--- config.mk ---
export PLATFORM = sky130hd
export DESIGN_NAME = rr_arbiter
export DESIGN_NICKNAME = d
export VERILOG_FILES = /design/src/rtl/rr_arbiter.sv
export SDC_FILE = /design/constraint.sdc
export NUM_CORES = 1
export LEC_CHECK = 0
export BUFFER_PORTS_ARGS = -buffer_cell sky130_fd_sc_hd__buf_2
export CORE_AREA = 2 2 39 41
export CTS_CLUSTER_DIAMETER = 200
export CTS_CLUSTER_SIZE = 20
export DETAILED_ROUTE_END_ITERATION = 10
export DIE_AREA = 0 0 41 43
export HOLD_SLACK_MARGIN = 0.03
export PLACE_DENSITY = 0.62
export SYNTH_ARGS = -nofsm -noshare
export SYNTH_HDL_FRONTEND = slang
export SYNTH_SLANG_ARGS = --single-unit
export TNS_END_PERCENT = 50
--- constraint.sdc ---
create_clock -name clk -period 3.4 [get_ports clk]
set_clock_uncertainty 0.15 [all_clocks]
set_input_delay 0.34 -clock clk [delete_from_list [all_inputs] [get_ports clk]]
set_output_delay 0.34 -clock clk [all_outputs]
set_load 0.02 [all_outputs]
--- src/rtl/rr_arbiter.sv ---
// ---------------------------------------------------------------------------
// rr_arbiter
//   Registered round-robin arbiter for the NoC switch response path. One
//   instance serves read responses (high priority), a second instance serves
//   all other responses. Request bit N-1 corresponds to device 0x40 and the
//   remaining bits descend from there.
//
//   A pointer names the requester that is examined first. The search runs
//   downward from the pointer and wraps from 0 back to N-1. The winner's grant
//   is registered, and the pointer moves to just below the winner, so the
//   winner has the lowest priority at the next arbitration.
//
// Ports
//   clk          in   1          rising-edge clock
//   reset        in   1          asynchronous reset, active low
//   en           in   1          arbitration enable; state holds when low
//   req          in   N          level-sensitive request vector
//   grant        out  N          registered one-hot grant, zero when idle
//   grant_valid  out  1          registered, high when grant is non-zero
//   grant_idx    out  clog2(N)   registered binary index of the grant, 0 when idle
//
// Handshake: there is no valid/ready pair. A requester holds its req bit until
//   it sees its grant bit, then it may drop the bit. A request that is
//   withdrawn before an enabled edge is simply not considered.
// ---------------------------------------------------------------------------
module rr_arbiter #(
    parameter int N = 4
) (
    input  logic                 clk,
    input  logic                 reset,
    input  logic                 en,
    input  logic [N-1:0]         req,
    output logic [N-1:0]         grant,
    output logic                 grant_valid,
    output logic [$clog2(N)-1:0] grant_idx
);

    localparam int IW = $clog2(N);

    logic [N-1:0]  r_grant;
    logic          r_valid;
    logic [IW-1:0] r_idx;
    logic [IW-1:0] r_ptr;

    logic          w_found;
    logic [IW-1:0] w_win;
    logic [N-1:0]  w_onehot;
    logic [IW-1:0] w_next_ptr;

    // Downward search from r_ptr with wrap. k is the candidate index for
    // step i. It is brought back into 0..N-1 by adding N, so non-power-of-two
    // N works as well.
    always_comb begin
        int k;
        k       = 0;
        w_found = 1'b0;
        w_win   = '0;
        for (int i = 0; i < N; i++) begin
            k = int'(r_ptr) - i;
            if (k < 0) begin
                k = k + N;
            end
            if (!w_found && req[k]) begin
                w_found = 1'b1;
                w_win   = IW'(k);
            end
        end
    end

    assign w_onehot   = N'(1) << w_win;
    // The winner becomes the lowest priority: the search next starts one below it.
    assign w_next_ptr = (w_win == '0) ? IW'(N - 1) : (w_win - 1'b1);

    always_ff @(posedge clk or negedge reset) begin
        if (!reset) begin
            r_grant <= '0;
            r_valid <= 1'b0;
            r_idx   <= '0;
            r_ptr   <= IW'(N - 1);
        end else if (en) begin
            if (w_found) begin
                r_grant <= w_onehot;
                r_valid <= 1'b1;
                r_idx   <= w_win;
                r_ptr   <= w_next_ptr;
            end else begin
                // Idle: outputs clear and the pointer keeps its place.
                r_grant <= '0;
                r_valid <= 1'b0;
                r_idx   <= '0;
            end
        end
    end

    assign grant       = r_grant;
    assign grant_valid = r_valid;
    assign grant_idx   = r_idx;

endmodule

==> results.yml <==
run_status:
  run_status: "complete, no violations"
clocking:
  number_of_buffers_inserted_during_clock_tree_synthesis: 3
  tritoncts: "yes"
  clock_latency_of_the_later_clocked_register_in_the_worst_skew_pair_ns: 0.26
  clock-root-buffer: "clkbuf_4"
  cts-resized-gates: 0
  cts-root-to-sink-buffers: 2
  cts_sinks: 9
  clk_transition_reported_paths_ns: 0.06
  ctsHtreeMaxLevel: 1
pwr:
  ir_drop_mv: 0.3811
  clockPowerShare_pct: 20.6
  p_per_area_mw_per_mm2: 624.3
  leakagePower_nw: 0.3054
  power.share.sequential_pct: 41.1
  internal_power_w: 0.0002527
  combinationalPowerShare_pct: 38.3
  p_switching_w: 0.0001535
  p_sw_share_pct: 37.79
synthesis:
  synthesized_netlist_cell_count: 51
  synth_area_um2: 534.3
  net_count_after_synthesis: 62
  ys_seq_area_share_pct: 42.62
  synth_simple_gate_area_share_pct: 15.93
  parity_gate_share_of_the_synthesized_area_counting_xor_and_xnor_cells_pct: 0
  muxShareOfSynthArea_pct: 1.874
  yosys_register_bits: 9
  yosys.cell_types.count: 24
  synthesis.area_per_instance_um2: 10.48
  yosys_warnings: 0
  synth-adder-area-share_pct: 9.368
  synth_compound_gate_area_share_pct: 27.17
  combinational_family_with_the_most_area_after_synthesis: "compound AO/OA/AOI/OAI gates"
sta:
  setup_tns_ns: 0
  slew_viol_final: 0
  grt_setup_unrepaired: "false"
  timing_hold_violations_final: 0
  period_share_pct: 54.15
  max-slew-margin-rel_pct: 62.69
  fmax_ghz: 0.5432
  worstMarginPinSlew_ns: 0.5550
  timing.final.ws_setup_ns: 1.559
  final_setup_viols: 0
  finalWorstPathRequiredPeriod_ns: 1.841
setup_path:
  required_ns: 3.44
  cp_num_buf_inv: 0
  reg2reg_slack_ns: 1.56
  critPathCaptureType: "flip-flop"
  critical_path_peak_fanout: 5
  timing.critical_path.cells: "mux2i_1, o22ai_1, or2_1, ha_1, o21ai_0"
  criticalPathCategory: "reg -> reg"
  max_stage_delay_ns: 0.57
  cp_top_family: "flip-flops"
  start_kind: "flip-flop"
  data_arrival_at_the_endpoint_of_the_critical_path_ns: 1.88
  crit_path_top_delay_cell: "dfstp_2"
placement:
  detail_placement_hpwl_um: 752.2
  numPlacedInstances: 79
  port_buffer_count: 13
  routabilityCongestion: 0.8018
  pre_cts_slack_ns: 1.571
drt:
  drt_first_iter_violations: 5
  routed_wirelength_mm: 1.008
  dr_total_vias: 429
  route.detailed.vias_per_inst: 5.107
  drc_errors: 0
  ant_nets: 0
  wire_per_inst_um: 12.00
  drt_first_pass_iters: 4
grt:
  grt_pass1_vias: 418
  antenna_violations_before_repair: 0
  first_pass_grt_wire_length_mm: 1.759
  grt_start_max_net_pins: 10
  groute.usage.overall_pct: 15.63
  grt-ovfl-total: 0
floorplanning:
  floorplan.die.height_um: 43
  num_io_pins: 14
  fp.dieArea_mm2: 0.001763
  fp-row-count: 14
  core_area_mm2: 0.001384
  start_util_pct: 38.61
  floorplan.die.width_um: 41
cells_and_area:
  area.sequential_um2: 227.7
  fillers: 136
  final_common_cell: "buf_2"
  multi_input_comb_area_um2: 290.3
  drive_gt1_share_pct: 33.82
  finalNetCount: 80
  num_antenna_cells: 0
  flow.area_growth_from_synthesis_pct: 21.78
  mostFrequentLayoutCells: "buf_2, nand2_1, dfrtp_1"
  post_layout_nonfiller_instances: 84
run:
  cap_violations: 0
min_path:
  hp-class: "in -> reg"
-- worst reg2reg max path, delay by kind of cell (launching register included) --
family / cells / cell delay, ns
adder cells (fa/ha/maj): 1 / 0.31
flip-flops: 1 / 0.57
multiplexers: 1 / 0.18
AND/OR/NAND/NOR: 1 / 0.26
AO/OA/AOI/OAI: 2 / 0.30
-- metal layers --
| metal | vias up | GRT usage [%] | routed length (um) |
|---|---|---|---|
| li1 | 219 | - | - |
| met1 | 195 | 19.05 | 467 |
| met2 | 11 | 21.88 | 445 |
| met3 | 4 | 3.141 | 47 |
| met4 | 0 | 14.00 | 48 |
| met5 | - | 0 | 0 |
-- power by group through the flow --
stage / registers [W] / logic (W) / clock network (W)
6_report: 0.000167 / 0.000156 / 0.0000837
4_1_cts: 0.000168 / 0.000158 / 0.0000853
3_3_place_gp: 0.000168 / 0.000155 / 0
2_1_floorplan: 0.000195 / 0.0000805 / 0
5_1_grt: 0.000173 / 0.000176 / 0.0000919
3_5_place_dp: 0.000170 / 0.000155 / 0
-- registers in the layout (all words and copies together), names as in the netlist --
name,cells
grant_valid,1
grant,4
r_ptr,2
grant_idx,2
-- stage by stage --
step / hold WS (ns) / cell area (um2) / utilization, % / total power [W]
after floorplan: -0.1056 / 534.3 / - / 0.0002757
after global placement: 0.05200 / 614.3 / 44.39 / 0.0003235
after detailed placement: 0.05387 / 614.3 / 44.39 / 0.0003249
after CTS: 0.2409 / 650.6 / 47.02 / 0.0004109
after global routing: 0.2534 / 650.6 / 47.02 / 0.0004414
final: 0.2385 / 650.6 / 47.02 / 0.0004062
-- synthesized netlist by cell type --
cell type  n  area (um2)
nand2_1    7       26.28
o2bb2ai_1  4       35.03
o41ai_4    1       27.53
nor4_2     1       12.51
o31ai_1    1       7.510
nand2_2    1       6.260
dfstp_2    2       52.55
o22ai_1    1       6.260
dfrtp_1    7       175.2
clkbuf_2   1       5.000
ha_1       4       50.05
a21oi_1    3       15.01
o21bai_1   1       7.510
o31ai_2    1       12.51
nor2_1     4       15.01
o21ai_0    1       5.000
nor2b_1    1       6.260
inv_1      3       11.26
mux2i_1    1       10.01
a221oi_2   1       15.01
o31a_1     1       8.760
nand2b_1   1       6.260
o21ai_1    1       5.000
or2_1      2       12.51
-- final cells by class --
type | instances | area share, %
clock buffer | 4 | 4.038
inverter | 3 | 1.731
multi-input combinational | 38 | 44.62
sequential | 9 | 35.00
tap | 16 | 3.077
timing repair buffer | 14 | 11.54
-- worst paths after layout --
kind                                 to  cells after the start    startpoint
max in group asynchronous      r_ptr[0]                      2         reset
hold reg to reg            grant_idx[1]                      2  grant_idx[1]
hold / removal                 r_ptr[0]                      3            en
setup reg to reg               r_ptr[1]                      5      r_ptr[1]
setup / recovery               r_ptr[1]                      5      r_ptr[1]
min in group asynchronous      grant[1]                      2         reset
-- logic make-up after synthesis --
family                   after synthesis
AO/OA/AOI/OAI                         16
adder cells (fa/ha/maj)                4
buffers and inverters                  4
flip-flops                             9
multiplexers                           1
AND/OR/NAND/NOR                       17
-- timing repair --
item,in CTS,in global routing
hold endpoints to repair,9,0
hold buffers,1,0
setup buffers,0,0
(Power assumes the default switching activity.)
